<file path="src/rtl/tl_ram_pkg.sv">
// Shared constants for the two-port TileLink-style RAM front end: opcodes,
// FSM encoding, default RAM size and the request legality rule.
package tl_ram_pkg;

    localparam int unsigned MEM_BYTES_DEF = 1024;

    localparam logic [2:0] A_PUT_FULL        = 3'd0;
    localparam logic [2:0] A_GET             = 3'd4;
    localparam logic [2:0] D_ACCESS_ACK      = 3'd0;
    localparam logic [2:0] D_ACCESS_ACK_DATA = 3'd1;

    typedef enum logic [1:0] {
        ST_IDLE    = 2'd0,
        ST_RD_WAIT = 2'd1,
        ST_RESP    = 2'd2
    } state_e;

    // A request must be a Put or Get of one aligned 8-byte word fully inside the RAM.
    function automatic logic req_legal(input logic [2:0] opcode, input logic [31:0] addr,
                                       input int unsigned mem_bytes);
        logic [32:0] end_addr;
        end_addr = {1'b0, addr} + 33'd8;
        return ((opcode == A_PUT_FULL) || (opcode == A_GET)) &&
               (addr[2:0] == 3'b000) && (end_addr <= {1'b0, mem_bytes});
    endfunction

endpackage

</file>
<file path="src/rtl/rr_arb2.sv">
// Two-way round-robin arbiter: a lone requester always wins, a tie goes to
// the requester that was not served by the last accepted request.
module rr_arb2 (
    input  logic       clk,
    input  logic       rst_n,
    input  logic [1:0] req_i,
    input  logic       advance_i,
    output logic [1:0] grant_o
);

    logic prio_q;  // requester that wins a tie
    logic prio_d;
    logic pick1;

    always_comb begin
        pick1   = req_i[1] & (~req_i[0] | prio_q);
        grant_o = {pick1, req_i[0] & ~pick1};
        prio_d  = prio_q;
        if (advance_i && (req_i != 2'b00)) begin
            prio_d = ~pick1;
        end
    end

    always_ff @(posedge clk or negedge rst_n) begin
        if (!rst_n) begin
            prio_q <= 1'b0;
        end else begin
            prio_q <= prio_d;
        end
    end

endmodule

</file>
<file path="src/rtl/tl_ram_arbiter.sv">
// Arbitrates two TileLink-UL style requesters onto one single-port-pair RAM,
// one transaction in flight; illegal requests are answered with d_denied.
module tl_ram_arbiter
    import tl_ram_pkg::*;
#(
    parameter int unsigned MEM_BYTES = MEM_BYTES_DEF,
    parameter int unsigned SRC_W     = 4
) (
    input  logic             clk,
    input  logic             rst_n,
    input  logic             a_valid_0,
    input  logic             a_valid_1,
    output logic             a_ready_0,
    output logic             a_ready_1,
    input  logic [2:0]       a_opcode_0,
    input  logic [2:0]       a_opcode_1,
    input  logic [31:0]      a_address_0,
    input  logic [31:0]      a_address_1,
    input  logic [63:0]      a_data_0,
    input  logic [63:0]      a_data_1,
    input  logic [SRC_W-1:0] a_source_0,
    input  logic [SRC_W-1:0] a_source_1,
    output logic             d_valid_0,
    output logic             d_valid_1,
    input  logic             d_ready_0,
    input  logic             d_ready_1,
    output logic [2:0]       d_opcode_0,
    output logic [2:0]       d_opcode_1,
    output logic [63:0]      d_data_0,
    output logic [63:0]      d_data_1,
    output logic [SRC_W-1:0] d_source_0,
    output logic [SRC_W-1:0] d_source_1,
    output logic             d_denied_0,
    output logic             d_denied_1,
    output logic             ram_wen,
    output logic [31:0]      ram_waddr,
    output logic [63:0]      ram_wdata,
    output logic             ram_ren,
    output logic [31:0]      ram_raddr,
    input  logic [63:0]      ram_rdata,
    output state_e           dbg_state_o
);

    // Handshakes: an A beat transfers on a_valid & a_ready, a D beat on d_valid & d_ready;
    // d_* hold steady from d_valid rising until the D beat transfers.
    state_e           state_q;
    logic             owner_q;
    logic [1:0]       d_valid_q;
    logic [2:0]       d_opcode_q;
    logic [63:0]      d_data_q;
    logic [SRC_W-1:0] d_source_q;
    logic             d_denied_q;

    logic             idle;
    logic [1:0]       grant;
    logic             sel;
    logic             hs;
    logic             d_fire;
    logic [2:0]       req_opcode;
    logic [31:0]      req_addr;
    logic [63:0]      req_data;
    logic [SRC_W-1:0] req_source;
    logic             req_ok;

    // rst_n in the qualifier keeps a_ready and the RAM strobes low while reset is held.
    assign idle = rst_n && (state_q == ST_IDLE);

    rr_arb2 u_arb (
        .clk       (clk),
        .rst_n     (rst_n),
        .req_i     ({a_valid_1, a_valid_0}),
        .advance_i (hs),
        .grant_o   (grant)
    );

    assign sel        = grant[1];
    assign hs         = idle && (grant != 2'b00);
    assign req_opcode = sel ? a_opcode_1  : a_opcode_0;
    assign req_addr   = sel ? a_address_1 : a_address_0;
    assign req_data   = sel ? a_data_1    : a_data_0;
    assign req_source = sel ? a_source_1  : a_source_0;
    assign req_ok     = req_legal(req_opcode, req_addr, MEM_BYTES);

    assign a_ready_0 = idle & grant[0];
    assign a_ready_1 = idle & grant[1];

    assign ram_wen   = hs && req_ok && (req_opcode == A_PUT_FULL);
    assign ram_ren   = hs && req_ok && (req_opcode == A_GET);
    assign ram_waddr = req_addr;
    assign ram_wdata = req_data;
    assign ram_raddr = req_addr;

    assign d_fire = (state_q == ST_RESP) && (owner_q ? d_ready_1 : d_ready_0);

    always_ff @(posedge clk or negedge rst_n) begin
        if (!rst_n) begin
            state_q    <= ST_IDLE;
            owner_q    <= 1'b0;
            d_valid_q  <= 2'b00;
            d_opcode_q <= '0;
            d_data_q   <= '0;
            d_source_q <= '0;
            d_denied_q <= 1'b0;
        end else begin
            case (state_q)
                ST_IDLE: begin
                    if (hs) begin
                        owner_q    <= sel;
                        d_source_q <= req_source;
                        d_opcode_q <= (req_opcode == A_GET) ? D_ACCESS_ACK_DATA : D_ACCESS_ACK;
                        d_data_q   <= '0;
                        d_denied_q <= ~req_ok;
                        if (req_ok && (req_opcode == A_GET)) begin
                            state_q <= ST_RD_WAIT;
                        end else begin
                            state_q   <= ST_RESP;
                            d_valid_q <= {sel, ~sel};
                        end
                    end
                end
                ST_RD_WAIT: begin
                    d_data_q  <= ram_rdata;
                    d_valid_q <= {owner_q, ~owner_q};
                    state_q   <= ST_RESP;
                end
                ST_RESP: begin
                    if (d_fire) begin
                        d_valid_q <= 2'b00;
                        state_q   <= ST_IDLE;
                    end
                end
                default: state_q <= ST_IDLE;
            endcase
        end
    end

    assign d_valid_0   = d_valid_q[0];
    assign d_valid_1   = d_valid_q[1];
    assign d_opcode_0  = d_opcode_q;
    assign d_opcode_1  = d_opcode_q;
    assign d_data_0    = d_data_q;
    assign d_data_1    = d_data_q;
    assign d_source_0  = d_source_q;
    assign d_source_1  = d_source_q;
    assign d_denied_0  = d_denied_q;
    assign d_denied_1  = d_denied_q;
    assign dbg_state_o = state_q;

endmodule

</file>
<file path="config.mk">
export PLATFORM = sky130hd
export DESIGN_NAME = tl_ram_arbiter
export DESIGN_NICKNAME = d
export VERILOG_FILES = /design/src/rtl/tl_ram_pkg.sv /design/src/rtl/rr_arb2.sv /design/src/rtl/tl_ram_arbiter.sv
export SDC_FILE = /design/constraint.sdc
export NUM_CORES = 1
export LEC_CHECK = 0
export ABC_CLOCK_PERIOD_IN_PS = 5960
export CORE_AREA = 2 2 217 219
export DETAILED_ROUTE_END_ITERATION = 6
export DIE_AREA = 0 0 219 221
export PLACE_DENSITY = 0.43
export SYNTH_ARGS = -nofsm -noshare
export SYNTH_HDL_FRONTEND = slang
export SYNTH_SLANG_ARGS = --single-unit
</file>
<file path="constraint.sdc">
create_clock -name clk -period 5.96 [get_ports clk]
set_input_delay 1.192 -clock clk [delete_from_list [all_inputs] [get_ports clk]]
set_output_delay 1.192 -clock clk [all_outputs]
set_load 0.05 [all_outputs]
</file>
---- Word level (Yosys, flattened, before mapping) ----
Cells that the tools add are included.
word-level totals
  output and inout bits ................... 280
  bits in latches ......................... 0
  memory bits (writable) .................. 0
  memory bits (read-only) ................. 0
  memories ................................ 0
  bits in registers ....................... 78
operators by class
  divide/modulo/power cells ............... 0
  muxes and demuxes ....................... 15
  reductions and logical operators ........ 22
  bitwise operators ....................... 9
  $lt $le $gt $ge ......................... 1
  eq/ne operators ......................... 6
  $add $sub $neg .......................... 1
  shifts and indexed selects .............. 0
  multipliers ............................. 0
operators by type and width
  kind                   number
  $mux 64                2
  $pmux 64 s2            1
  $add 32x4->33 const B  1
  $le 33x11->1 const B   1
  $mux 32                1
  $pmux 2 s3             2
  $logic_and 1x1->1      10
  $mux 2                 5
  $logic_not 3->1        2
  $ne 2x2->1 const B     3
  $reduce_and 2->1       3
  $reduce_bool 2->1      3
  $and 1x1->1            4
  $mux 4                 1
  $not 1->1              4
  $reduce_and 4->1       1
  $eq 3x3->1 const B     1
  $mux 3                 1
  $reduce_bool 3->1      1
  $eq 2x1->1 const B     1
  $eq 2x2->1 const B     1
  $logic_not 2->1        1
  $mux 1                 2
  $logic_or 1x1->1       1
  $or 1x1->1             1

---- Depth between registers and ports, before layout ----
Gate-level depths: netlist of run 1.
  word-level depth ........................ 12
  gate-level depth with buffers ........... 20
  depth with buffers taken out ............ 14

---- Hierarchy ----
Synthesis of run 1 repeated with hierarchy kept, for this count alone.
second synthesis, totals
  cells, all modules ...................... 589
  area total of the unflattened synthesis .. 5933.2 sq um
by module, submodules not included
  module          sequential area each (sq um)  cells each  instances  area an instance (sq um)
  tl_ram_arbiter  1876.8                        582         1          5870.6
  rr_arb2         25.0                          7           1          62.6

---- Worst setup path before layout of run 1 ----
Ideal clock, no wire load.
  path type ............................... input to output
  start point ............................. input a_valid_1
  end point ............................... output ram_ren
  arrival time ............................ 6.097 ns
  stages .................................. 16
  setup slack ............................. -1.329 ns
  path buffers ............................ 5
  cell sequence ........................... buf_4 > inv_2 > nor2_2 > buf_6 > buf_4 > buf_2 > buf_1 > o21ai_0 > ha_1 > o21ai_1 > or4b_1 > xnor2_1 > nor3_1 > inv_1 > or4_4 > nor2_1
between the ends
  elaborated cells on any way between the ends .. 17
RTL lines
  item                             RTL line              source
  start: declaration               tl_ram_arbiter.sv:12  input logic a_valid_1,
  $and 1x1->1                      rr_arb2.sv:16         pick1 = req_i[1] & (~req_i[0] | prio_q);
  $mux 32                          tl_ram_arbiter.sv:79  assign req_addr = sel ? a_address_1 : a_address_0;
  net ram_raddr[4]                 tl_ram_arbiter.sv:39  output logic [31:0] ram_raddr,
  $add 32x4->33                    tl_ram_pkg.sv:22      end_addr = {1'b0, addr} + 33'd8;
  $le 33x11->1                     tl_ram_pkg.sv:24      (addr[2:0] == 3'b000) && (end_addr <= {1'b0, mem_bytes});
  $logic_and 1x1->1                tl_ram_pkg.sv:24
  $logic_and 1x1->1 (2 in series)  tl_ram_arbiter.sv:88  assign ram_ren = hs && req_ok && (req_opcode == A_GET);
  end: declaration                 tl_ram_arbiter.sv:38  output logic ram_ren,
The timed path passes the listed nets, and every way through them passes these cells.

---- Final worst setup path of run 1 ----
  start point ............................. input a_valid_0
  end point ............................... output ram_ren
between the ends
  longest elaborated chain between the ends .. 10
  elaborated cells on any way between the ends .. 19
RTL lines
  item                                                   RTL line              source
  start: declaration                                     tl_ram_arbiter.sv:11  input logic a_valid_0,
  branches (longest 9 deep; another with $add 32x4->33)  --
  $logic_and 1x1->1 *                                    tl_ram_arbiter.sv:88
Every way passes the cells marked *.

==> results of run 1 <==
## cell families (layout without fill, tap and decap cells)
logic type | Yosys count | in the layout | share of synthesized area (%)
muxes | 26 | 26 | 4.75
and+or+nand+nor | 361 | 361 | 25.8
AOI/OAI and AO/OA | 145 | 145 | 18.6
other | 1 | 5 | 0.0611
adders and majority gates | 5 | 5 | 1.02
buffers and inverters | 164 | 608 | 16.9
DFF | 76 | 76 | 31.0
xor gates and xnor gates | 13 | 13 | 1.86
## final timing paths
kind | from | end | slack (ps)
min in group asynchronous | rst_n | d_data_0[33] | 810
worst max register to register | u_arb.prio_q | d_valid_q[0] | 2530
worst min register to register | d_valid_q[0] | d_valid_q[0] | 510
worst min-delay path | d_valid_q[0] | d_valid_q[0] | 510
max in group asynchronous | rst_n | d_source_0[2] | 4140
worst max-delay path | a_valid_0 | ram_ren | 160
## routing by layer
metal	track usage, %	wire [um]	up-vias
met5	0	12	-
met3	4.70	3240	37
met1	14.7	12800	3468
met2	25.8	18000	392
li1	-	-	3529
met4	4.82	1010	2
## cell usage in the layout (no fill, tap or decap), types with 6 or more instances in the layout
cell type                           n
sky130_fd_sc_hd__nand3_1           22
sky130_fd_sc_hd__xor2_1             6
sky130_fd_sc_hd__a31oi_1           10
sky130_fd_sc_hd__nor3_1             6
sky130_fd_sc_hd__xnor2_1            7
sky130_fd_sc_hd__nor4_1             6
sky130_fd_sc_hd__clkdlybuf4s50_1  483
sky130_fd_sc_hd__a22o_1            65
sky130_fd_sc_hd__nand4_1            9
sky130_fd_sc_hd__and3_1             8
sky130_fd_sc_hd__nand2_1          251
sky130_fd_sc_hd__mux2_2            15
sky130_fd_sc_hd__a22oi_1            7
sky130_fd_sc_hd__o21ai_0           13
sky130_fd_sc_hd__buf_4             93
sky130_fd_sc_hd__inv_1             13
sky130_fd_sc_hd__nor2_1            21
sky130_fd_sc_hd__mux2i_1           10
sky130_fd_sc_hd__or3_1              6
sky130_fd_sc_hd__clkbuf_16          9
sky130_fd_sc_hd__dfrtp_1           76
## repair_timing
action / in CTS / in global routing
hold buffers: 0 / 0
resized for setup: 0 / 2
setup endpoints to repair: 0 / 2
setup buffers: 0 / 1
## power breakdown
part,switching (uW),leakage [uW],internal (uW)
registers,35.4,0.00104,548
clock network,252,0.000156,369
logic,1230,0.00384,607
## per-stage QoR
step,util [%],total power [uW]
detailed placement,25.1,2440
global placement,25.1,2440
finish,25.8,3040
CTS,25.8,3090
floorplan,-,1720
global route,25.8,3180
## area by class of cell
cell class | count | area, um2
fillers | 5078 | 34200
inverters | 14 | 52.6
clock inverters | 7 | 98.8
multi-input cells | 554 | 3290
repair buffers | 578 | 5570
diodes | 1 | 2.50
clock buffers | 9 | 225
flip-flops and latches | 76 | 1900
well taps | 607 | 759
## state kept, by name (all words and copies together) (netlist names)
signal,cells
dbg_state_o,2
d_opcode_0,1
owner_q,1
d_valid_q,2
u_arb.prio_q,1
d_source_0,4
d_data_0,64
d_denied_0,1
## Yosys cell counts, types with 6 or more instances
library cell	n	area (um2)
sky130_fd_sc_hd__nand2_1	253	950
sky130_fd_sc_hd__buf_4	109	818
sky130_fd_sc_hd__dfrtp_1	76	1900
sky130_fd_sc_hd__a22o_1	65	569
sky130_fd_sc_hd__clkbuf_1	33	124
sky130_fd_sc_hd__nor2_1	23	86.3
sky130_fd_sc_hd__nand3_1	22	110
sky130_fd_sc_hd__mux2_2	15	169
sky130_fd_sc_hd__o21ai_0	14	70.1
sky130_fd_sc_hd__inv_1	13	48.8
sky130_fd_sc_hd__a31oi_1	10	62.6
sky130_fd_sc_hd__mux2i_1	10	100
sky130_fd_sc_hd__nand4_1	9	56.3
sky130_fd_sc_hd__and3_1	8	50.1
sky130_fd_sc_hd__a21oi_1	7	35.0
sky130_fd_sc_hd__a22oi_1	7	52.6
sky130_fd_sc_hd__nor3_1	7	35.0
sky130_fd_sc_hd__xnor2_1	7	61.3
sky130_fd_sc_hd__nor4_1	6	37.5
sky130_fd_sc_hd__or3_1	6	37.5
sky130_fd_sc_hd__xor2_1	6	52.6
## worst max-delay path, delay by kind of cell
kind                     cells  cell delay [ps]
AO/OA/AOI/OAI                2              550
adder cells (fa/ha/maj)      1              270
buffers and inverters        3              780
multiplexers                 1              340
AND/OR/NAND/NOR              5             1470
==> implementation parameters, run 1 <==
Parameter                              Value

Timing
  Accumulated negative setup slack ... 0 ps
  Total count of max-transition violations in the final report ... 0
  Final critical path time including I/O delays and setup ... 5800 ps
  Fin crit share ... 97.3%
  Slew of the pin with the lowest slew margin ... 952 ps
  Number of endpoints with negative hold slack in the final report ... 0
  Max-slew headroom ... 36.5%
  Post-route worst setup slack ... 158 ps
  Highest attainable clock frequency ... 172 MHz
  RSZ-0062 raised after global routing ... no
  Post-route worst hold slack ... 514 ps
  Setup violation total in the final timing report ... 0
  Worst clock skew ... 8.95 ps

Worst setup path
  Crit path max-delay cell type ... sky130_fd_sc_hd__or4_4
  Critical Path Fanout Max ... 5
  Critical path data arrival time ... 4610 ps
  Library cell appearing most often on the critical path ... sky130_fd_sc_hd__nor2_4
  Critical path required time ... 4770 ps
  Critical Path Max Stage Delay ... 560 ps
  Worst setup path category ... in2out
  Category of the worst setup path launch point ... input pin
  Worst Setup End Kind ... output pin
  Reg2Reg Depth ... 10
  Chain of cells forming the critical path ... clkdlybuf4s50_1 > and2b_1 > nor2_4 > buf_4 > o21ai_4 > ha_2 > mux4_2 > o41ai_4 > or4b_1 > or4_4 > nor2_4 > buf_12

Floorplan
  Number of top-level pins ... 556
  Initial Utilization ... 13.3%
  Die Outline Area ... 48400 um2
  Row Count ... 79
  Area of the core ... 46100 um2
  Overall die height ... 221 um
  Width of the chip ... 219 um

Global routing
  Global-route usage over all layers ... 14.0%
  Global-route wire length before repair ... 50.3 mm
  Pin count of the biggest net entering global routing ... 77
  Sum of overflow across all layers after global routing ... 0
  Via count of the first global-routing pass ... 7816
  Initial antenna violation count ... 2

Cells and area
  Area grow syn2layout ... 94.0%
  Layout cells sized above 1 ... 12.0%
  Post-layout instance count excluding filler cells ... 1846
  Count of nets after finishing ... 1514
  Design area ... 11900 um2

Clock tree
  Number of buffers created by CTS ... 9
  Reg clk slew, reported paths ... 60 ps
  Root buf cell ... sky130_fd_sc_hd__clkbuf_16
  Sink Count ... 76
  Maximum root-to-sink buffer count ... 2
  Clock latency on the worst-skew pair ... 370 ps
  H-Tree Depth ... 3
  Clock tree from TritonCTS ... built

Routing
  Number of design-rule violations left by the first detailed-router iteration ... 412
  Drt drc ... 0
  Number of vias in the routed layout ... 7428
  Via density ... 4.02
  Routed length per placed instance ... 19.0 um
  Post-route antenna net violation count ... 0
  Drt pass-1 iters ... 5
  Aggregate routed wire length ... 35.0 mm

Power
  IR Drop Worst-Case VDD ... 0.211 mV
  Total leakage power ... 0.00503 uW
  Power density over the cells ... 255 nW/um2

Placed design
  Final HPWL from detailed placement ... 29.5 mm
  Dpl cell area ... 11600 um2
  Placer's final routability congestion estimate ... 0.875
  PortBufs ... 551
  Worst setup timing slack at the placement stage ... 159 ps
  Cell total after placement ... 1828

Yosys
  Number of different library cells in the post-synthesis netlist ... 67
  Async set-or-reset flop fraction in the synthesized netlist ... 100%
  Proportion of synthesized chip area in sequential cells ... 31.0%
  Number of enable-type register cells in the synthesized netlist ... 0
  Count of state elements after synthesis ... 76
  Yosys warning total ... 0
  Average footprint of a synthesized cell ... 7.76 um2
  Combined area of all synthesized cells ... 6140 um2
  Instance count of the mapped netlist ... 791
  Primary flip-flop cell chosen by synthesis mapping ... sky130_fd_sc_hd__dfrtp_1

Worst hold path
  Number of instances on the worst hold path ... 1
  Kind of path behind the tightest hold check ... reg2reg

Status
  Run status ... finished, final reports clean

Run
  MaxCap Viol Count ... 0
(Power assumes the default switching activity.)
==> run 2, diff against run 1 <==
--- a/config.mk
+++ b/config.mk
@@ -6,10 +6,12 @@
 export NUM_CORES = 1
 export LEC_CHECK = 0
 export ABC_CLOCK_PERIOD_IN_PS = 5960
-export CORE_AREA = 2 2 217 219
+export CAP_MARGIN = 20
+export CORE_AREA = 4 4 213 215
+export CTS_CLUSTER_SIZE = 25
 export DETAILED_ROUTE_END_ITERATION = 6
-export DIE_AREA = 0 0 219 221
-export PLACE_DENSITY = 0.43
+export DIE_AREA = 0 0 217 219
+export PLACE_DENSITY = 0.44
 export SYNTH_ARGS = -nofsm -noshare
 export SYNTH_HDL_FRONTEND = slang
 export SYNTH_SLANG_ARGS = --single-unit
==> implementation parameters, run 2 (same netlist as run 1, synthesis figures left out) <==
Parameter                              Value

Timing
  Final critical path time including I/O delays and setup ... 5770 ps
  Highest attainable clock frequency ... 173 MHz
  Worst clock skew ... 8.56 ps
  Accumulated negative setup slack ... 0 ps
  Setup violation total in the final timing report ... 0
  Total count of max-transition violations in the final report ... 0
  Fin crit share ... 96.8%
  Number of endpoints with negative hold slack in the final report ... 0
  Slew of the pin with the lowest slew margin ... 889 ps
  Max-slew headroom ... 40.4%
  RSZ-0062 raised after global routing ... no

Power
  Seq pwr share ... 19.6%
  Proportion of power drawn by combinational gates ... 61.8%
  Power density over the cells ... 252 nW/um2
  Total leakage power ... 0.00503 uW
  Switching share of power ... 51.3%
  Cell Int Power ... 1450 uW
  P_sw ... 1530 uW
  Portion of total power attributed to the clock network ... 18.6%
  IR Drop Worst-Case VDD ... 0.141 mV

Routing
  Number of vias in the routed layout ... 7358
  Via density ... 4.03
  Drt drc ... 0
  Post-route antenna net violation count ... 0
  Drt pass-1 iters ... 4
  Aggregate routed wire length ... 37.2 mm
  Number of design-rule violations left by the first detailed-router iteration ... 453
  Routed length per placed instance ... 20.4 um

Global routing
  Global-route usage over all layers ... 14.7%
  Global-route wire length before repair ... 52.2 mm
  Pin count of the biggest net entering global routing ... 79
  Sum of overflow across all layers after global routing ... 0
  Via count of the first global-routing pass ... 7544
  Initial antenna violation count ... 1

Clock tree
  Clock latency on the worst-skew pair ... 350 ps
  Number of buffers created by CTS ... 9
  Sink Count ... 76
  H-Tree Depth ... 3
  Clock tree from TritonCTS ... built
  Reg clk slew, reported paths ... 60 ps
  Root buf cell ... sky130_fd_sc_hd__clkbuf_16
  Maximum root-to-sink buffer count ... 2

Worst setup path
  Critical path data arrival time ... 4570 ps
  Terminus of the critical flop-to-flop path ... d_valid_q[1]
  Critical Path Fanout Max ... 38
  Critical path required time ... 4770 ps
  Category of the worst setup path launch point ... input pin
  Worst Setup End Kind ... output pin
  Worst setup path category ... in2out
  Flop-to-flop setup slack ... 2170 ps
  Crit path from ... a_valid_0
  Reg2Reg Depth ... 10
  Reg-to-Reg Start ... u_arb.prio_q

Floorplan
  Overall die height ... 219 um
  Number of top-level pins ... 556
  Die Outline Area ... 47500 um2
  Width of the chip ... 217 um
  Row Count ... 77
  Area of the core ... 43700 um2
  Initial Utilization ... 14.0%

Cells and area
  Top library cells by usage in the layout, fill and taps aside ... sky130_fd_sc_hd__clkdlybuf4s50_1, sky130_fd_sc_hd__nand2_1, sky130_fd_sc_hd__buf_4
  Flip-flop count of the largest register after layout ... 64
  Most frequent standard cell in the layout excluding fill and tap cells ... sky130_fd_sc_hd__clkdlybuf4s50_1
  Count of nets after finishing ... 1510
  Layout cells sized above 1 ... 12.2%
  Design area ... 11900 um2
  Fillers ... 4840
  Post-layout instance count excluding filler cells ... 1827
  Area grow syn2layout ... 93.1%

Worst hold path
  Number of instances on the worst hold path ... 1
  Min-Delay Startpoint ... d_data_0[46]
  Sink of the worst hold path ... d_data_0[46]
  Kind of path behind the tightest hold check ... reg2reg

Placed design
  PortBufs ... 551
  Cell total after placement ... 1809
  Placer's final routability congestion estimate ... 0.869
  Dpl cell area ... 11500 um2
  Final HPWL from detailed placement ... 31.6 mm

Status
  Run status ... finished, final reports clean

Run
  MaxCap Viol Count ... 0
-- run 2: stage by stage --
| stage | utilization, % | total power, uW | hold slack [ps] | setup WS, ps |
|---|---|---|---|---|
| after floorplan | - | 1720 | 473 | 16.8 |
| after global placement | 26.4 | 2460 | 504 | 215 |
| after detailed placement | 26.4 | 2460 | 509 | 117 |
| after CTS | 27.0 | 3050 | 531 | 104 |
| after global routing | 27.1 | 3140 | 544 | 39.6 |
| final | 27.1 | 2990 | 524 | 193 |
-- run 2: routing by layer --
metal  share of wire (%)  up-vias  routed length (um)  GRT usage [%]
li1                    -     3531                   -              -
met3                 8.0       25                2980           4.39
met2                  52      380               19300           27.2
met5                   0        -                   0              0
met4                 1.9        0                 713           3.82
met1                  38     3422               14200           16.5
-- run 2: how the worst max path moves through the flow --
| stage | end | slack [ps] | cells past startpoint |
|---|---|---|---|
| floorplan | ram_ren | 20 | 18 |
| global placement | ram_ren | 220 | 12 |
| detailed placement | ram_ren | 120 | 12 |
| CTS | ram_ren | 100 | 12 |
| global route | ram_ren | 40 | 12 |
| finish | ram_ren | 190 | 11 |
-- run 2: layout make-up --
type / count / area [um2] / share of cell area, %
tap: 592 / 741 / 6.25
sequential: 76 / 1900 / 16.0
timing repair buffer: 574 / 5570 / 47.0
inverter: 14 / 52.6 / 0.443
multi-input combinational: 554 / 3290 / 27.8
clock buffer: 9 / 225 / 1.90
clock inverter: 7 / 65.1 / 0.549
antenna: 1 / 2.50 / 0.0211
-- run 2: worst max-delay path, cell delays in order --
cell and delay (ps):
sky130_fd_sc_hd__clkdlybuf4s50_1 460, sky130_fd_sc_hd__and2b_1 220, sky130_fd_sc_hd__nor2_4 220, sky130_fd_sc_hd__buf_12 250, sky130_fd_sc_hd__mux2_2 400, sky130_fd_sc_hd__a311oi_1 300, sky130_fd_sc_hd__a31oi_1 120, sky130_fd_sc_hd__or4b_1 550
sky130_fd_sc_hd__or4_4 560, sky130_fd_sc_hd__nor2_4 130, sky130_fd_sc_hd__buf_12 150
-- run 2: timing repair --
action,CTS,global route
gates resized for setup,0,2
buffers inserted,0,1
setup endpoints to repair,0,2
hold buffers,0,0
-- run 2: power groups by stage --
| stage | sequential (uW) | combinational (uW) | clock [uW] |
|---|---|---|---|
| floorplan | 670 | 1050 | 0 |
| global placement | 596 | 1860 | 0 |
| detailed placement | 597 | 1860 | 0 |
| CTS | 587 | 1870 | 592 |
| global route | 591 | 1940 | 611 |
| finish | 584 | 1850 | 555 |
==> run 3, diff against run 2 <==
--- a/config.mk
+++ b/config.mk
@@ -8,6 +8,7 @@
 export ABC_CLOCK_PERIOD_IN_PS = 5960
 export CAP_MARGIN = 20
 export CORE_AREA = 4 4 213 215
+export CTS_CLUSTER_DIAMETER = 60
 export CTS_CLUSTER_SIZE = 25
 export DETAILED_ROUTE_END_ITERATION = 6
 export DIE_AREA = 0 0 217 219
==> results of run 3 <==
Same layout as run 2: the final DEF is identical, and so are final timing and power.
